==> config.mk <==
export PLATFORM = sky130hd
export DESIGN_NAME = alu_ctrl_fsm
export DESIGN_NICKNAME = d
export VERILOG_FILES = /design/src/rtl/alu_ctrl_fsm.sv
export SDC_FILE = /design/constraint.sdc
export NUM_CORES = 1
export LEC_CHECK = 0
export ABC_AREA = 1
export BUFFER_PORTS_ARGS = -buffer_cell sky130_fd_sc_hd__buf_4
export CAP_MARGIN = 20
export CORE_ASPECT_RATIO = 1.1
export CORE_MARGIN = 8
export CORE_UTILIZATION = 39
export CTS_BUF_LIST = sky130_fd_sc_hd__clkbuf_2
export CTS_CLUSTER_DIAMETER = 80
export DETAILED_ROUTE_END_ITERATION = 12
export PLACE_DENSITY = 0.84
export SETUP_SLACK_MARGIN = 0.05
export SLEW_MARGIN = 25
export SYNTH_ARGS = -nofsm -noshare
export SYNTH_HDL_FRONTEND = slang
export SYNTH_SLANG_ARGS = --single-unit
==> constraint.sdc <==
create_clock -name clk -period 1.1 [get_ports clk]
set_input_delay 0.055 -clock clk [delete_from_list [all_inputs] [get_ports clk]]
set_output_delay 0.055 -clock clk [all_outputs]
set_load 0.01 [all_outputs]
==> src/rtl/alu_ctrl_fsm.sv <==
// -----------------------------------------------------------------------------
// alu_ctrl_fsm
// Multi-cycle MIPS-style control unit implemented as a Moore FSM. Every output
// except pc_en is decoded from the registered state. The only exceptions are
// alu_control in EXEC and IEXEC, and the MEMADR/DECODE dispatch. These read the
// opcode/funct fields held in the instruction register. Those fields are read
// only in DECODE, MEMADR, EXEC and IEXEC.
//
// Parameter:
//   ILLEGAL_HALT  1: an unrecognised opcode/funct parks the FSM in HALT
//                 0: an unrecognised opcode/funct returns to FETCH (no-op)
// Optional feature macro:
//   ALU_CTRL_JAL_EN  when defined, opcode 000011 dispatches to the JAL state.
//                    Otherwise that opcode is illegal and state 14 is
//                    unreachable.
//
// Ports:
//   clk, rst_n           clock, asynchronous active-low reset
//   opcode, funct        instruction fields [31:26] and [5:0]
//   zero                 ALU equality flag (qualifies pc_en in BRANCH)
//   alu_control          ALU op: 0000 and, 0001 or, 0010 add, 0011 lui, 0110 sub
//   alu_src_a            0 = PC, 1 = register A
//   alu_src_b            00 B, 01 const 4, 10 ext imm, 11 ext imm << 2
//   ext_op               1 = sign-extend immediate, 0 = zero-extend
//   pc_en, pc_src        PC load enable (pc_write | branch & zero), PC source
//   ir_write, i_or_d     instruction register load, memory address select
//   mem_read, mem_write  memory strobes
//   reg_write, reg_dst   register file write enable and destination select
//   mem_to_reg           register write data select
//   halted, state        HALT indicator and current state code for debug
// -----------------------------------------------------------------------------
module alu_ctrl_fsm #(
    parameter bit ILLEGAL_HALT = 1'b1
) (
    input  logic       clk,
    input  logic       rst_n,
    input  logic [5:0] opcode,
    input  logic [5:0] funct,
    input  logic       zero,
    output logic [3:0] alu_control,
    output logic       alu_src_a,
    output logic [1:0] alu_src_b,
    output logic       ext_op,
    output logic       pc_en,
    output logic [1:0] pc_src,
    output logic       ir_write,
    output logic       i_or_d,
    output logic       mem_read,
    output logic       mem_write,
    output logic       reg_write,
    output logic [1:0] reg_dst,
    output logic [1:0] mem_to_reg,
    output logic       halted,
    output logic [3:0] state
);

    typedef enum logic [3:0] {
        S_RESET  = 4'd0,
        S_FETCH  = 4'd1,
        S_DECODE = 4'd2,
        S_MEMADR = 4'd3,
        S_MEMRD  = 4'd4,
        S_MEMWB  = 4'd5,
        S_MEMWR  = 4'd6,
        S_EXEC   = 4'd7,
        S_ALUWB  = 4'd8,
        S_BRANCH = 4'd9,
        S_IEXEC  = 4'd10,
        S_IWB    = 4'd11,
        S_JUMP   = 4'd12,
        S_HALT   = 4'd13,
        S_JAL    = 4'd14
    } state_t;

    localparam logic [5:0] OP_RTYPE = 6'b000000;
    localparam logic [5:0] OP_LW    = 6'b100011;
    localparam logic [5:0] OP_SW    = 6'b101011;
    localparam logic [5:0] OP_ORI   = 6'b001101;
    localparam logic [5:0] OP_LUI   = 6'b001111;
    localparam logic [5:0] OP_BEQ   = 6'b000100;
    localparam logic [5:0] OP_J     = 6'b000010;
`ifdef ALU_CTRL_JAL_EN
    localparam logic [5:0] OP_JAL   = 6'b000011;
`endif

    state_t state_r;
    state_t next_state_s;
    logic   pc_write_s;
    logic   branch_s;

    // Recognised R-type funct codes: add, addu, sub, subu, and, or.
    function automatic logic rtype_legal(input logic [5:0] f);
        case (f)
            6'b100000, 6'b100001, 6'b100010,
            6'b100011, 6'b100100, 6'b100101: rtype_legal = 1'b1;
            default:                         rtype_legal = 1'b0;
        endcase
    endfunction

    // ALU operation for an R-type funct. Unsigned variants share the signed op.
    function automatic logic [3:0] rtype_alu(input logic [5:0] f);
        case (f)
            6'b100000, 6'b100001: rtype_alu = 4'b0010;
            6'b100010, 6'b100011: rtype_alu = 4'b0110;
            6'b100100:            rtype_alu = 4'b0000;
            6'b100101:            rtype_alu = 4'b0001;
            default:              rtype_alu = 4'b0000;
        endcase
    endfunction

    // State register; reset forces RESET immediately, so all outputs clear.
    always_ff @(posedge clk or negedge rst_n) begin
        if (!rst_n) begin
            state_r <= S_RESET;
        end else begin
            state_r <= next_state_s;
        end
    end

    // Next-state logic; opcode/funct are only looked at in DECODE and MEMADR.
    always_comb begin
        next_state_s = state_r;
        case (state_r)
            S_RESET:  next_state_s = S_FETCH;
            S_FETCH:  next_state_s = S_DECODE;
            S_DECODE: begin
                case (opcode)
                    OP_LW, OP_SW:   next_state_s = S_MEMADR;
                    OP_ORI, OP_LUI: next_state_s = S_IEXEC;
                    OP_BEQ:         next_state_s = S_BRANCH;
                    OP_J:           next_state_s = S_JUMP;
`ifdef ALU_CTRL_JAL_EN
                    OP_JAL:         next_state_s = S_JAL;
`endif
                    OP_RTYPE: begin
                        if (rtype_legal(funct)) begin
                            next_state_s = S_EXEC;
                        end else if (ILLEGAL_HALT) begin
                            next_state_s = S_HALT;
                        end else begin
                            next_state_s = S_FETCH;
                        end
                    end
                    default: begin
                        if (ILLEGAL_HALT) begin
                            next_state_s = S_HALT;
                        end else begin
                            next_state_s = S_FETCH;
                        end
                    end
                endcase
            end
            S_MEMADR: begin
                if (opcode == OP_SW) begin
                    next_state_s = S_MEMWR;
                end else begin
                    next_state_s = S_MEMRD;
                end
            end
            S_MEMRD:  next_state_s = S_MEMWB;
            S_EXEC:   next_state_s = S_ALUWB;
            S_IEXEC:  next_state_s = S_IWB;
            S_MEMWB, S_MEMWR, S_ALUWB, S_BRANCH,
            S_IWB, S_JUMP, S_JAL:
                      next_state_s = S_FETCH;
            S_HALT:   next_state_s = S_HALT;
            // The unused code 15 recovers through RESET.
            default:  next_state_s = S_RESET;
        endcase
    end

    // Moore output decode; everything not set for a state stays 0.
    always_comb begin
        alu_control = 4'b0000;
        alu_src_a   = 1'b0;
        alu_src_b   = 2'b00;
        ext_op      = 1'b0;
        pc_write_s  = 1'b0;
        branch_s    = 1'b0;
        pc_src      = 2'b00;
        ir_write    = 1'b0;
        i_or_d      = 1'b0;
        mem_read    = 1'b0;
        mem_write   = 1'b0;
        reg_write   = 1'b0;
        reg_dst     = 2'b00;
        mem_to_reg  = 2'b00;
        halted      = 1'b0;
        case (state_r)
            S_FETCH: begin
                mem_read    = 1'b1;
                ir_write    = 1'b1;
                alu_src_b   = 2'b01;
                alu_control = 4'b0010;
                pc_write_s  = 1'b1;
            end
            S_DECODE: begin
                // Precompute the branch target into ALUOut.
                alu_src_b   = 2'b11;
                ext_op      = 1'b1;
                alu_control = 4'b0010;
            end
            S_MEMADR: begin
                alu_src_a   = 1'b1;
                alu_src_b   = 2'b10;
                ext_op      = 1'b1;
                alu_control = 4'b0010;
            end
            S_MEMRD: begin
                i_or_d      = 1'b1;
                mem_read    = 1'b1;
            end
            S_MEMWB: begin
                reg_write   = 1'b1;
                mem_to_reg  = 2'b01;
            end
            S_MEMWR: begin
                i_or_d      = 1'b1;
                mem_write   = 1'b1;
            end
            S_EXEC: begin
                alu_src_a   = 1'b1;
                alu_control = rtype_alu(funct);
            end
            S_ALUWB: begin
                reg_write   = 1'b1;
                reg_dst     = 2'b01;
            end
            S_BRANCH: begin
                alu_src_a   = 1'b1;
                alu_control = 4'b0110;
                branch_s    = 1'b1;
                pc_src      = 2'b01;
            end
            S_IEXEC: begin
                alu_src_a   = 1'b1;
                alu_src_b   = 2'b10;
                if (opcode == OP_LUI) begin
                    alu_control = 4'b0011;
                end else begin
                    alu_control = 4'b0001;
                end
            end
            S_IWB: begin
                reg_write   = 1'b1;
            end
            S_JUMP: begin
                pc_write_s  = 1'b1;
                pc_src      = 2'b10;
            end
            S_JAL: begin
                pc_write_s  = 1'b1;
                pc_src      = 2'b10;
                reg_write   = 1'b1;
                reg_dst     = 2'b10;
                mem_to_reg  = 2'b10;
            end
            S_HALT: begin
                halted      = 1'b1;
            end
            default: begin
                halted      = 1'b0;
            end
        endcase
    end

    // A branch loads the PC in the same cycle that the ALU reports equality.
    assign pc_en = pc_write_s | (branch_s & zero);
    assign state = state_r;

endmodule

==> results of run 1 <==
[per-stage QoR]
| step | hold slack, ns | worst slack, ns | setup TNS [ns] | utilization [%] |
|---|---|---|---|---|
| CTS | 0.175 | -0.288 | -4.14 | 86.7 |
| floorplan | -0.241 | 0.0249 | 0 | - |
| global placement | -0.148 | -0.0870 | -0.332 | 68.8 |
| detailed placement | -0.149 | -0.172 | -0.592 | 68.8 |
[cell families after synthesis]
group                  after synthesis
and+or+nand+nor                     77
buffers and inverters               25
AOI/OAI and AO/OA                   11
DFF                                  4
other                                1
[what timing repair did]
action | 4_1_cts
pin swaps | 15
buffers inserted | 16
resized for setup | 40
gates cloned | 0
endpoints found under the setup margin | 24
endpoints found under the hold margin | 4
hold buffers | 1
==> results.md, run 1 <==
- The tree is rooted in a sky130_fd_sc_hd__clkbuf_2.
- Of the total synthesized cell area, the portion taken by AND, OR, NAND and NOR gates is 58.4%.
- The count of port buffers added during placement is 38.
- The count of flip-flops with a built-in enable after synthesis is 0.
- The cell type with the highest aggregate area in the netlist is sky130_fd_sc_hd__dfrtp_1.
- After synthesis, flip-flops and latches occupy 15.7% of the total area.
- The total number of placement rows is 15.
- The stage where the run ended is 5_1_grt.
- The placed cell count is 187.
- The netlist area before placement is 638 um2.
- In the synthesized netlist the dominant register cell turns out to be sky130_fd_sc_hd__dfrtp_1.
- The netlist uses 21 different library cells.
- The tool reported: "[ERROR DPL-0038] Utilization greater than 100%, impossible to legalize".
- The number of instances in the synthesized netlist is 118.
- Synthesis inferred 4 register bits.
- The pin category terminating the worst setup path after the last repair is an output port.
- The run stopped with a tool error.
- Of the total synthesized cell area, the portion taken by full adders, half adders and majority gates is 0%.
- Once global-route timing repair stopped, the endpoint with the least setup slack was alu_control[0].
- The final weighted congestion of routability-driven global placement is 0.881.
- Yosys instantiated no cell more often than sky130_fd_sc_hd__nor2_1.
- The half-perimeter wire length of the detailed placement result is 2.07 mm.
- The die boundary height is 58.4 um.
- The parity-gate share of the synthesized area counting xor and xnor cells is 0%.
- In this run the number of H-tree levels came out at 1.
- The placed instance area is 0.00107 mm2.
- Of the post-synthesis cell area, the part taken by muxes is 0%.
- The share of the synthesized area in compound gates (AO/OA/AOI/OAI) is 9.22%.
- Counting the buffers created by CTS gives 3.
- The initial utilization of the core area, before any placement, comes to 41.0%.
- The number of nets in the synthesized netlist is 133.
- By area, the combinational part of the netlist is dominated by simple AND/OR/NAND/NOR gates.
- The floorplan die width is 54.6 um.
- The number of buffers on the longest clock path is 2.
- The TritonCTS sink count is 4.
- The total of warnings raised by yosys is 0.
- Ranked by total cell area, the synthesized netlist is headed by sky130_fd_sc_hd__dfrtp_1 (16%), sky130_fd_sc_hd__nor2_1 (15%), sky130_fd_sc_hd__nand2_1 (14%).
- Entering global routing, the biggest net connects 6 pins.
- Counting flops with an async set or reset pin after synthesis yields a share of 100%.
- In this run the biggest area consumer among cell types represents 15.7% of the synthesized area.
- The post-synthesis average cell area is 5.41 um2.
- Pin placement for this block handled 40 I/O pins.
- By count the netlist is led by sky130_fd_sc_hd__nor2_1 (26), sky130_fd_sc_hd__nand2_1 (24), sky130_fd_sc_hd__inv_1 (13).
==> inputs of run 2 (changes only) <==
- CORE_AREA: default -> 8 8 69 71
- CORE_ASPECT_RATIO: 1.1 -> default
- CORE_MARGIN: 8 -> default
- CORE_UTILIZATION: 39 -> default
- CTS_BUF_LIST: sky130_fd_sc_hd__clkbuf_2 -> default
- CTS_CLUSTER_DIAMETER: 80 -> default
- DIE_AREA: default -> 0 0 77 79
- PLACE_DENSITY: 0.84 -> default
- PLACE_DENSITY_LB_ADDON: default -> 0.15
- SETUP_SLACK_MARGIN: 0.05 -> default
- clock period: 1.1 -> 1.43 ns (I/O delays scaled with it)
==> results.md, run 2 <==
- In the finished design, the share of the clock period the worst path needs comes to 97.2%.
- The sum of negative setup slack is 0 ns.
- The die covers 0.00608 mm2.
- The required time reported for the critical path endpoint is 1.36 ns.
- After layout, the design draws a total of 423 uW.
- The gate family responsible for the most delay along the worst path is flip-flops.
- The synthesized net count is 133.
- The maximum number of pins on one net before global-route repair is 7.
- The launching element type of the critical path is a flip-flop.
- For this run, the register share of the synthesized area comes to 15.7%.
- Summing the areas of all compound-gate instances in the mapped netlist gives 9.22% of the synthesized area.
- The detailed-route wire length is 2.38 mm.
- In this run the worst path has a maximum fanout of 6.
- The DRC violation total after the first TritonRoute iteration is 21.
- The post-synthesis average cell area is 5.41 um2.
- The number of vias after detailed routing is 868.
- The overflow left after global routing is 0.
- In this run the register-to-register setup slack is 0.18 ns.
- In this run the critical register-to-register path is launched from state[1].
- The number of nets in the finished design is 184.
- Sorting the synthesized cells by area gives the leading types as sky130_fd_sc_hd__dfrtp_1 (16%), sky130_fd_sc_hd__nor2_1 (15%), sky130_fd_sc_hd__nand2_1 (14%).
- The highest clock frequency the design can meet is 720 MHz.
- The flip-flop count of the largest register after layout is 4.
- The post-synthesis share of cell area spent on full adders, half adders and majority gates is 0%.
- The post-detailed-route DRC marker count is 0.
- The cell type with the highest aggregate area in the netlist is sky130_fd_sc_hd__dfrtp_1.
- Yosys mapped the design onto 21 distinct sky130hd cell types.
- TritonCTS created 3 clock buffers.
- Compared with the post-synthesis result, the final layout area differs by 80.4%.
- By startpoint and endpoint, the worst setup path is classified as reg2out.
- The detail route stage leaves a number of antenna-violating nets equal to 0.
- The top cell types in the final layout, fill and taps aside, are sky130_fd_sc_hd__buf_4 (47), sky130_fd_sc_hd__nor2_1 (24), sky130_fd_sc_hd__nand2_1 (22), sky130_fd_sc_hd__inv_1 (11), sky130_fd_sc_hd__inv_2 (9).
- The startpoint of the most critical setup path is state[0].
- The later pin in the worst-skew pair is clocked with a latency of 0.21 ns.
- The number of antenna violations at the first check in global routing is 0.
- Summing the areas of all and, or, nand and nor instances in the mapped netlist gives 58.4% of the synthesized area.
- Setup repair after global routing could not meet its margin everywhere.
- The number of global-route vias before repair is 892.
- In this run, synthesis produced a sequential element count of 4.
- Among all stages on the critical path, the largest delay is contributed by sky130_fd_sc_hd__dfrtp_2.
- Measured along the x axis, the die boundary spans 77 um.
- The first global-routing pass estimated 3.96 mm of wire.
- The most critical setup path has its endpoint at alu_control[1].
- The count of maximum capacitance violations is 0.
- The data arrival time at the worst-slack endpoint is 1.32 ns.
- The number of instances in the synthesized netlist is 118.
- The cell area power density is 368 mW/mm2.
- In this run the critical register-to-register path is captured at state[1].
- The initial utilization of the core area, before any placement, comes to 16.8%.
- In the synthesized netlist, the cells that appear most often are sky130_fd_sc_hd__nor2_1 (26), sky130_fd_sc_hd__nand2_1 (24), sky130_fd_sc_hd__inv_1 (13).
- Global routing used 7.67% of the available tracks across all layers.
- TritonCTS built the clock tree.
- Yosys instantiated no cell more often than sky130_fd_sc_hd__nor2_1.
- The async set-or-reset flop fraction in the synthesized netlist is 100%.
- The core area is 0.00380 mm2.
- The share of final-layout standard cells stronger than drive strength 1 is 52.1%.
- The most used flip-flop cell after synthesis is sky130_fd_sc_hd__dfrtp_1.
- During I/O placement, the number of pins put on the boundary was 40.
- Of the total synthesized cell area, the portion taken by XOR and XNOR cells is 0%.
- After detailed routing, the number of vias per cell comes to 4.00.
- After synthesis, the largest family of logic cells by area is simple AND/OR/NAND/NOR gates.
- The delay contributed by the slowest stage of the critical path is 0.47 ns.
- The number of cells on the worst reg-to-reg path is 7.
- For this run, the number of Yosys warnings is 0.
- The clock net in this run drives a total of 4 sinks.
- The top cell type by area accounts for 15.7% of the synthesized area.
- The commonest non-fill, non-tap cell in the layout is sky130_fd_sc_hd__buf_4.
- Input and output buffers added on the ports amount to 38.
- Traced cell by cell, the critical path runs through nand2_4 > inv_4 > nand2_2 > clkinv_2 > nand3_2 > nand4_1 > buf_4.
- The flow ran to the end, and the final reports show no timing, DRC or antenna violations.
- The count of flip-flops with a built-in enable after synthesis is 0.
- The half-perimeter wire length of the detailed placement result is 2.05 mm.
- The final max-slew violation count is 0.
- The kind of end point of the critical path is a primary output.
- The post-synthesis mux area share is 0%.
- The root cell of the clock tree is sky130_fd_sc_hd__clkbuf_8.
- The number of endpoints with negative hold slack in the final report is 0.
- The netlist area before placement is 638 um2.
- The setup clock skew after layout is 0.000780 ns.
- The initialized floorplan defines 23 standard-cell rows.
- The final weighted congestion of routability-driven global placement is 0.801.
- The number of buffers on the longest clock path is 2.
- In this run the number of cells on the critical path is 7.
- The analysis attributes to cell leakage a power of 0.000591 uW.
- The peak supply drop is 0.184 mV.
- After detailed routing, the average wire length per cell comes to 11.0 um.
- The clock period minus worst slack is 1.39 ns.
- The die boundary height is 79 um.
- Counting both buffers and inverters, the worst setup path holds a total of 3.
- The number of failing setup endpoints in the final timing report is 0.
- Clock-pin slew was measured on the worst setup and hold paths at 0.03 ns.
- The path class of the tightest hold or removal check is in2async.
- On the final layout, the worst hold slack is 0.193 ns.
- The repair_antennas step left the layout with diodes totalling 0.
- CTS built an H-tree with a depth of 1.
- The first detailed-routing pass took 4 iterations.
run 2: cell counts after synthesis:
No cell type changed its count.
run 2: how the worst min path moves through the flow:
| stage | start | endpoint | slack, ns | cells after the start |
|---|---|---|---|---|
| final | rst_n | state[2] | 0.19 | 2 |
| after detailed placement | rst_n | state[1] | -0.13 | 1 |
| after CTS | rst_n | state[3] | 0.20 | 2 |
| after global placement | rst_n | state[1] | -0.13 | 1 |
| after global routing | rst_n | state[2] | 0.21 | 2 |
| after floorplan | rst_n | state[0] | -0.22 | 0 |
run 2: repair_timing:
action,4_1_cts,5_1_grt
gates resized for setup,3,19
pin swaps,0,5
endpoints found under the hold margin,4,0
endpoints found under the setup margin,7,8
hold buffers,1,0
buffers inserted,1,6
run 2: layout make-up:
class	instances	area, um2
fill	438	2650
multi-input combinational	89	488
timing repair buffer	48	363
sequential	4	104
inverter	23	92.6
tap	50	62.6
clock buffer	3	41.3
run 2: stage by stage:
stage,util (%),instance area (um2),instances,setup slack [ns]
floorplan,-,638,118,0.224
global placement,26.0,986,206,0.113
detailed placement,26.0,986,206,0.128
CTS,27.7,1050,211,0.00714
global route,30.3,1150,217,-0.0378
finish,30.3,1150,217,0.0407
run 2: layer usage:
| layer | vias up | track usage [%] | wire [um] |
|---|---|---|---|
| met2 | 24 | 13.9 | 1230 |
| met1 | 379 | 8.08 | 946 |
| met3 | 0 | 2.60 | 205 |
| li1 | 465 | - | - |
| met5 | - | 0 | 0 |
| met4 | 0 | 2.83 | 0 |
run 2: cells by family after synthesis:
group | after synthesis
flops | 4
other cells | 1
simple gates | 77
compound gates | 11
buf+inv | 25
run 2: where the power goes:
group	internal, uW	leakage (uW)	switching (uW)
clock network	179	0.0000216	52.4
registers	114	0.0000379	0
logic	38.5	0.000531	39.6
total	331	0.000591	91.9
(Power assumes the default switching activity.)
==> inputs of run 3 (changes only) <==
- SETUP_SLACK_MARGIN: default -> 0.5
- TNS_END_PERCENT: default -> 1
==> results.md, run 3 (synthesis gave the netlist of run 2 again) <==
- The die covers 0.00608 mm2.
- The largest individual stage delay along the critical path comes from the cell sky130_fd_sc_hd__dfrtp_2.
- For met2 alone, demand over resource in global routing was 12.2%.
- After detailed placement, the total cell area comes to 988 um2.
- The area growth from synthesis to layout is 92.0%.
- Summed over all cells, the static leakage comes to 0.000609 uW.
- The global-route wire length before repair is 3.82 mm.
- Entering global routing, the biggest net connects 7 pins.
- The count of maximum capacitance violations is 0.
- The root cell of the clock tree is sky130_fd_sc_hd__clkbuf_8.
- The number of buffers on the longest clock path is 2.
- The total CTS buffers is 3.
- The final weighted congestion of routability-driven global placement is 0.783.
- The number of global-route vias before repair is 870.
- The placed cell count is 204.
- The number of vias after detailed routing is 888.
- The I/O pin total is 40.
- The delay contributed by the slowest stage of the critical path is 0.45 ns.
- By instance count, the cell type seen most on the critical path is sky130_fd_sc_hd__nand2_2.
- Setup slack on the worst reg-to-reg path comes out at 0.20 ns.
- Setup violations remaining at the end of the flow were counted as 0.
- The register clock-pin slew on the reported worst setup and hold paths is 0.03 ns.
- The antenna violation net count after detailed routing is 0.
- Of the available clock period, the critical path in the final layout requires 95.8%.
- The die boundary height is 79 um.
- Data arrives at the worst endpoint at 1.30 ns.
- The critical path is of the reg2out type.
- The number of antenna violations at the first check in global routing came to 0.
- The final cell area excluding filler cells is 0.00122 mm2.
- The internal power component is 332 uW.
- In this run, the combinational gates consume 18.6% of the power.
- Setup repair after global routing could not meet its margin everywhere.
- The tightest min-delay check is of the in2async type.
- The detailed-route wire length is 2.35 mm.
- The H-tree level count is 1.
- Along the worst path, the maximum fanout reaches 5.
- For this design the total switching power over the nets is 94.0 uW.
- The floorplan has 23 rows.
- The flow ran to the end, and the final reports show no timing, DRC or antenna violations.
- In the routed layout, each cell is associated on average with a via count of 4.02.
- The clock latency reported for the late side of the worst-skew pair is 0.21 ns.
- In the routed design, unresolved DRC markers number 0.
- Across every metal layer, demand over resource in global routing totals 7.34%.
- The required time reported for the critical path endpoint is 1.36 ns.
- The kind of end point of the critical path is a primary output.
- The smallest clock period supported by the final layout is computed as 1.37 ns.
- The global routing stage identified its most utilized layer as met2.
- Counting both buffers and inverters, the worst setup path holds a total of 3.
- Across the VDD grid, the largest voltage drop is 0.218 mV.
- The core area is 0.00380 mm2.
- The tree built by TritonCTS fans out to 4 sinks.
- Of the total power, registers draw 26.8%.
- The launching element type of the critical path is a flip-flop.
- Once the floorplan was initialized, standard cells occupied 16.8% of the core.
- The DRC violation total after the first TritonRoute iteration is 59.
- The setup clock skew after layout is 0.00396 ns.
- The post-route non-filler standard cell count is 221.
- For met1 alone, demand over resource in global routing was 8.60%.
- Detailed placement ended at an HPWL of 2.00 mm.
- The critical path goes through nand2_2 > inv_2 > nand2_2 > clkinv_2 > nand3_2 > nand4_1 > buf_4.
- The final max-slew violation count is 0.
- The commonest non-fill, non-tap cell in the layout is sky130_fd_sc_hd__buf_4.
- The count of port buffers added during placement is 38.
- In the layout the commonest cells are sky130_fd_sc_hd__buf_4 (48), sky130_fd_sc_hd__nand2_1 (22), sky130_fd_sc_hd__nor2_1 (20), sky130_fd_sc_hd__inv_1 (11), sky130_fd_sc_hd__nand3_1 (8).
- The global-route met3 utilization is 2.71%.
- The cell area power density is 347 mW/mm2.
- The number of endpoints with negative hold slack in the final report is 0.
- The gate family responsible for the most delay along the worst path is flip-flops.
- The floorplan die width is 77 um.
- The repair_antennas step left the layout with diodes totalling 0.
- The overflow left after global routing is 0.
- Of the total power, the share spent switching nets is 22.1%.
- The first-pass iteration count of the detailed router is 4.
- TritonCTS built the clock tree.
- The share of final-layout standard cells stronger than drive strength 1 is 57.3%.
- After the last flow step, the layout net total stands at 188.
- Derived from the worst setup path, the maximum achievable clock frequency is 730 MHz.
- In the final routed layout, each cell accounts on average for 10.6 um.
- The flip-flop count of the largest register after layout is 4.
- The clock network burns 54.6% of the power.
## run 3: area by class of cell
class                      instances  area (um2)
fill                             428        2570
multi-input combinational         89         512
timing repair buffer              52         404
sequential                         4         105
inverter                          23         100
tap                               50        62.6
clock buffer                       3        41.3
## run 3: worst register-to-register path, stage by stage (launching register included)
cell and delay (ns):
sky130_fd_sc_hd__dfrtp_2 0.44, sky130_fd_sc_hd__inv_4 0.09, sky130_fd_sc_hd__nor2_2 0.04, sky130_fd_sc_hd__inv_2 0.10
sky130_fd_sc_hd__nor2_4 0.06, sky130_fd_sc_hd__buf_4 0.13, sky130_fd_sc_hd__nor3_2 0.16, sky130_fd_sc_hd__nand2_1 0.08
## run 3: worst paths after layout
path | start | to | cells after the start
worst max register to register | state[1] | state[1] | 7
max in group asynchronous | rst_n | state[2] | 2
worst min-delay path | rst_n | state[1] | 2
worst min register to register | state[1] | state[0] | 3
min in group clk | opcode[4] | state[2] | 6
worst max-delay path | state[0] | alu_control[1] | 7
## run 3: timing repair
action,in CTS,in global routing
setup buffers,7,6
hold buffers,1,0
hold endpoints to repair,4,0
gates resized for setup,9,20
endpoints found under the setup margin,24,27
pin swaps,3,11
## run 3: power by group through the flow
stage                     Combinational, uW  Sequential [uW]  Clock (uW)
final                                  79.3              114         232
after detailed placement               76.6              115           0
after global placement                 75.9              115           0
after CTS                              79.2              114         240
after floorplan                        33.9              115           0
after global routing                   88.4              114         247
## run 3: routing by layer
layer	vias to the layer above	wire length, um
met2	30	1120
met5	-	0
met4	0	19
met1	386	1030
li1	470	-
met3	2	177
## run 3: stage by stage
| step | util (%) | TNS, ns | setup WS, ns | power (uW) | hold slack, ns |
|---|---|---|---|---|---|
| final | 32.2 | 0 | 0.0601 | 425 | 0.191 |
| after global routing | 32.2 | -0.0876 | -0.0467 | 450 | 0.194 |
| after detailed placement | 26.0 | 0 | 0.170 | 192 | -0.130 |
| after global placement | 26.0 | 0 | 0.170 | 191 | -0.131 |
| after CTS | 29.6 | 0 | 0.0204 | 433 | 0.192 |
| after floorplan | - | 0 | 0.344 | 149 | -0.224 |
